## src/rtl/mux_scanner.sv

```systemverilog
// mux_scanner: N-channel, W-bit multiplexer with a registered output.
// Three operating modes:
//   - Idle: the outputs freeze.
//   - Manual: the channel is chosen by SEL.
//   - Scan: the block steps through channels 0..CHANNELS-1 and stays DWELL cycles on each.
// Q always carries the data of the channel that CH reports.
//
// Ports:
//   clk    rising-edge system clock
//   rst    synchronous active-high reset; it overrides all other inputs
//   I      flattened inputs; channel k is I[k*WIDTH +: WIDTH]
//   SEL    manual channel select; values at or above CHANNELS are ignored
//   MODE   0 = manual, 1 = scan
//   EN     block enable; when low the block goes idle and the outputs hold
//   Q      registered data of the selected channel
//   CH     index of the channel presented on Q
//   VALID  one-cycle pulse when Q first presents a newly selected channel
//   WRAP   one-cycle pulse when the scan wraps from the last channel to channel 0
module mux_scanner #(
    parameter int unsigned WIDTH    = 8,
    parameter int unsigned CHANNELS = 4,
    parameter int unsigned DWELL    = 4,
    localparam int unsigned SEL_W   = $clog2(CHANNELS)
) (
    input  logic                      clk,
    input  logic                      rst,
    input  logic [CHANNELS*WIDTH-1:0] I,
    input  logic [SEL_W-1:0]          SEL,
    input  logic                      MODE,
    input  logic                      EN,
    output logic [WIDTH-1:0]          Q,
    output logic [SEL_W-1:0]          CH,
    output logic                      VALID,
    output logic                      WRAP
);

    // The counter is kept at least 1 bit wide so that DWELL=1 still has a legal width.
    localparam int unsigned CNT_W = (DWELL > 1) ? $clog2(DWELL) : 1;
    localparam int unsigned NSLOT = 1 << SEL_W;
    localparam logic [SEL_W-1:0] LAST_CH  = SEL_W'(CHANNELS - 1);
    localparam logic [CNT_W-1:0] CNT_LAST = CNT_W'(DWELL - 1);

    typedef enum logic [1:0] {StIdle, StManual, StScan} state_e;

    state_e           state;
    logic [CNT_W-1:0] cnt;

    // The channel array is padded to a power of two. Any SEL value can then index it
    // safely, and the out-of-range entries are never loaded.
    logic [WIDTH-1:0] chan [NSLOT];

    for (genvar k = 0; k < NSLOT; k++) begin : g_chan
        if (k < CHANNELS) begin : g_used
            assign chan[k] = I[k*WIDTH +: WIDTH];
        end else begin : g_pad
            assign chan[k] = '0;
        end
    end

    logic             sel_ok;
    logic [SEL_W-1:0] nxt;

    always_comb begin
        sel_ok = (SEL <= LAST_CH);
        nxt    = (CH == LAST_CH) ? '0 : CH + SEL_W'(1);
    end

    always_ff @(posedge clk) begin
        if (rst) begin
            state <= StIdle;
            cnt   <= '0;
            Q     <= '0;
            CH    <= '0;
            VALID <= 1'b0;
            WRAP  <= 1'b0;
        end else begin
            VALID <= 1'b0;
            WRAP  <= 1'b0;
            if (!EN) begin
                state <= StIdle;
                cnt   <= '0;
            end else if (!MODE) begin
                state <= StManual;
                cnt   <= '0;
                if (sel_ok) begin
                    Q     <= chan[SEL];
                    CH    <= SEL;
                    VALID <= (SEL != CH) || (state != StManual);
                end
            end else if (state != StScan) begin
                // Scan always starts at channel 0, whichever state it is entered from.
                state <= StScan;
                cnt   <= '0;
                CH    <= '0;
                Q     <= chan[0];
                VALID <= 1'b1;
            end else if (cnt == CNT_LAST) begin
                cnt   <= '0;
                CH    <= nxt;
                Q     <= chan[nxt];
                VALID <= 1'b1;
                WRAP  <= (CH == LAST_CH);
            end else begin
                cnt <= cnt + CNT_W'(1);
                Q   <= chan[CH];
            end
        end
    end

endmodule
```

## config.mk

```make
export PLATFORM = sky130hd
export DESIGN_NAME = mux_scanner
export DESIGN_NICKNAME = d
export VERILOG_FILES = /design/src/rtl/mux_scanner.sv
export SDC_FILE = /design/constraint.sdc
export NUM_CORES = 1
export LEC_CHECK = 0
export CORE_MARGIN = 2
export CORE_UTILIZATION = 35
export DETAILED_ROUTE_END_ITERATION = 10
export GPL_ROUTABILITY_DRIVEN = 0
export PLACE_DENSITY = 0.75
export SLEW_MARGIN = 40
export SYNTH_ARGS = -nofsm -noshare
export SYNTH_HDL_FRONTEND = slang
export SYNTH_SLANG_ARGS = --single-unit
```

## constraint.sdc

```tcl
create_clock -name clk -period 4 [get_ports clk]
set_input_delay 0.8 -clock clk [delete_from_list [all_inputs] [get_ports clk]]
set_output_delay 0.8 -clock clk [all_outputs]
set_load 0.01 [all_outputs]
```

* Word level (Yosys, flattened, before mapping) *
Cells that the tools add are included.

word-level totals
  logic and storage cells = 58
  bits in registers = 16
  output and inout bits = 12

cells by class
  order comparisons = 4
  add/subtract/negate cells = 2
  muxes and demuxes = 24
  equality and inequality tests = 7
  bitwise gates (word level) = 6
  reductions and logical operators = 8

operators with widths
  operator                                                                 number
  8-bit two-way mux                                                        10
  8-bit binary-select mux with 2-bit select                                3
  2-bit two-way mux                                                        5
  5-bit OR reduction                                                       2
  3-bit greater-or-equal comparator, second input constant                 3
  2-bit NOT with 3-bit output                                              3
  1-bit two-way mux                                                        6
  2-bit by 1-bit adder with 2-bit output, second input constant            2
  2-bit equality test, second input constant                               2
  2-bit by 1-bit inequality test with 1-bit output, second input constant  2
  3-bit by 1-bit inequality test with 1-bit output, second input constant  1
  1-bit NOT                                                                3
  3-bit AND reduction                                                      1
  3-bit OR reduction                                                       1
  2-bit less-or-equal comparator, second input constant                    1
  2-bit inequality test                                                    1
  2-bit inequality test, second input constant                             1
  2-bit AND reduction                                                      1
  2-bit nonzero test                                                       1
  2-bit OR reduction                                                       1
  1-bit logical OR                                                         1

* Longest topological paths before layout *
  word-level depth = 9
  gate-level depth with buffers = 7
  mapped depth without buffers = 5

* Worst setup path after synthesis *
OpenSTA, ideal clock, no wires.

  path kind = input to register
  from = in SEL[0]
  to = reg Q[1]
  library setup time = 0.070 ns
  cell stages on the path = 5
  buffers on the path = 1
  data arrival time = 1.857 ns
  required time = 3.930 ns
  setup slack = 2.073 ns
  cell sequence = buf_6 mux4_1 nor2_1 or4_1 a21oi_1

on the way
  word-level cells in the longest chain between the ends = 6
  elaborated cells on any way between the ends = 9
  those cells by class = order compare: 1; mux: 5; bitwise: 1; reduce/logical: 2

RTL lines
  what                                                  line  text
  from (decl)                                           28    input logic [SEL_W-1:0] SEL,
  2-bit NOT with 3-bit output (not written as such)     86    Q <= chan[SEL];
  8-bit binary-select mux with 2-bit select             86
  8-bit two-way mux (not written as such) (2 in a row)  86
  8-bit two-way mux                                     85    if (sel_ok) begin
  8-bit two-way mux                                     82    end else if (!MODE) begin
  to (signal assigned)                                  86
  to (signal assigned)                                  95    Q <= chan[0];
  to (signal assigned)                                  100   Q <= chan[nxt];
  to (decl)                                             31    output logic [WIDTH-1:0] Q,

Parallel ways exist; a longest one is shown, timed or not. The select of a mux whose other input is x is not followed.
A chain may end at the register's enable or synchronous reset.

* Worst setup path in the final report *
Ends and elaborated chain as after synthesis.

==> flow_metrics.env <==
export IMPL_status="completed"
export IMPL_nets=241
export IMPL_cp_max_fo=10
export IMPL_final_cell_mix="49 x clkdlybuf4s50_1, 20 x mux2i_1, 16 x dfxtp_1"
export IMPL_swShare=0.2894
export IMPL_viasPerCell=5.992
export IMPL_cp_arrival_ns=2.65
export IMPL_synth_seq_area_share=0.2139
export IMPL_ys_flop_type="dfxtp_1"
export IMPL_endpoint_kind="flop"
export IMPL_dp_hpwl_um=2983
export IMPL_grt_antenna_before_repair=0
export IMPL_pwr_share_seq=0.344
export IMPL_period_share=0.6170
export IMPL_peakVddDrop_mv=0.1132
export IMPL_grt_util_all_layers=0.1779
export IMPL_p_sw_uw=147.0
export IMPL_layout_cells_non_filler=250
export IMPL_clock_tree_root_cell="clkbuf_8"
export IMPL_grt_ovfl_total=0
export IMPL_synthArstFlopShare=0
export IMPL_syn_avg_cell_area_um2=9.361
export IMPL_min_path_type="reg -> reg"
export IMPL_finalSetupViolations=0
export IMPL_syn_inst=160
export IMPL_port_buffers=49
export IMPL_dp_cells=246
export IMPL_drive_above_1_share=0.06500
export IMPL_finalClockSkew_ns=0.002419
export IMPL_hold_slack_ns=0.4362
export IMPL_clk_pin_slew_ns=0.06
export IMPL_fp_dieW_um=69.42
export IMPL_h_tree_depth=1
export IMPL_synth_warnings=0
export IMPL_clock_sinks=16
export IMPL_first_pass_iters=4
export IMPL_io_pins=50
export IMPL_first_global_vias=1422
export IMPL_vias=1498
export IMPL_cts_resized=0
export IMPL_regArea_um2=320.3
export IMPL_rsz0062_at_grt="no"
export IMPL_drcViolationCount=0
export IMPL_die_y_um=69.42
export IMPL_total_leakage_power_uw=0.0007416
export IMPL_multi_input_area_um2=1096
export IMPL_cts_buffer_depth=2
export IMPL_synth_cell_types=34
export IMPL_ctsHoldBuffers=0
export IMPL_cts_buffers=3
export IMPL_drt_initial_drc_count=144
export IMPL_clk_latency_ns=0.25
export IMPL_grt_use_met1=0.2344
export IMPL_tightest_slew_ns=0.6051
export IMPL_p_int_uw=360.9
export IMPL_required_ns=4.19
export IMPL_hold_viol=0
export IMPL_synth_seq_cells=16
export IMPL_max_slew_margin=0.5966
export IMPL_start_util=0.3691
export IMPL_slew_violations=0
export IMPL_dpl_cell_area_um2=1996
export IMPL_drtAntennaViolNets=0
export IMPL_worst_setup_path_type="in -> reg"
export IMPL_core_area_um2=4058
export IMPL_tns_ns=0
export IMPL_grtUsageMet2=0.3045
export IMPL_cts_tree="yes"
export IMPL_combPwrFrac=0.371
export IMPL_startpoint_type="input pin"
export IMPL_area_growth_pct=36.93
export IMPL_syn_cell_area_um2=1498
export IMPL_cap_viol_max_count=0
export IMPL_grt_max_degree=23
export IMPL_design_area_um2=2051
export IMPL_busiest_layer="met2"
export IMPL_fmax_ghz=0.4052
export IMPL_grt_pass1_wl_um=7072
export IMPL_finalCriticalPeriod_ns=2.468
export IMPL_nFillCells=382
export IMPL_final_common_cell="clkdlybuf4s50_1"
export IMPL_use_met3=0.02762
export IMPL_fp_row_count=23
export IMPL_antenna_cells=0
export IMPL_p_clk_frac=0.285
export IMPL_wl_per_cell_um=16.90
export IMPL_wl_um=4226
export IMPL_synth_edf_count=0
export IMPL_powerDensity_nw_per_um2=247.7
export IMPL_synth_fp_nets=200
export IMPL_postCtsSetupRepairBufs=0
export IMPL_die_area_um2=4818
## per-layer routing
| layer | vias up | wire [um] | share of wire |
|---|---|---|---|
| met5 | - | 0 | 0 |
| met2 | 55 | 2158 | 0.51 |
| met1 | 722 | 1868 | 0.44 |
| li1 | 721 | - | - |
| met4 | 0 | 0 | 0 |
| met3 | 0 | 199 | 0.047 |
## logic make-up after synthesis
logic type,count (synthesis),share of synthesized area
AND/OR/NAND/NOR,39,0.1353
buffers and inverters,18,0.05597
AO/OA/AOI/OAI,51,0.2323
flip-flops,16,0.2139
XOR/XNOR,2,0.01170
multiplexers,32,0.3342
adder cells (fa/ha/maj),2,0.01671
## power by group through the flow
stage	combinational [uW]	clock [uW]	sequential, uW
2_1_floorplan	102	0	182
3_3_place_gp	185	0	178
3_5_place_dp	188	0	178
4_1_cts	188	148	175
5_1_grt	202	156	176
6_report	188	145	174
## registers in the layout, summed over array words and instances, names as in the netlist
| name | cells |
|---|---|
| Q | 8 |
| cnt | 2 |
| CH | 2 |
| WRAP | 1 |
| state | 2 |
| VALID | 1 |
## final timing paths
kind | from | end | slack (ns) | cells after the start
worst min-delay path | cnt[0] | cnt[0] | 0.44 | 1
worst min register to register | cnt[0] | cnt[0] | 0.44 | 1
worst max-delay path | SEL[0] | Q[1] | 1.53 | 5
worst max register to register | CH[1] | Q[1] | 1.84 | 5
## stage by stage
| stage | setup slack, ns | utilization | power [uW] |
|---|---|---|---|
| floorplan | 2.073 | - | 284.0 |
| global placement | 1.299 | 0.4912 | 362.2 |
| detailed placement | 1.266 | 0.4918 | 365.9 |
| CTS | 1.531 | 0.5054 | 511.4 |
| global route | 1.454 | 0.5054 | 533.7 |
| finish | 1.532 | 0.5054 | 507.9 |
## synthesized netlist by cell type (7+ instances only)
cell type | instances | area share
mux2i_1 | 20 | 0.13
dfxtp_1 | 16 | 0.21
a21oi_1 | 9 | 0.030
nor2_1 | 9 | 0.023
mux4_1 | 8 | 0.14
nand2_1 | 8 | 0.020
clkbuf_1 | 7 | 0.018
o21a_1 | 7 | 0.035
o221ai_1 | 7 | 0.041
## final cells by class
class	count	share of cell area
Multi-Input combinational cell	126	0.5345
Tap cell	50	0.03051
Timing Repair Buffer	51	0.2465
Clock buffer	4	0.02685
Sequential cell	16	0.1562
Inverter	3	0.005491
## worst max-delay path, stage by stage
cell	delay [ns]
clkdlybuf4s50_1	0.85
mux4_1	0.35
nor2_1	0.04
or4_1	0.49
a21oi_1	0.12
Power figures use the tool's default switching activity.
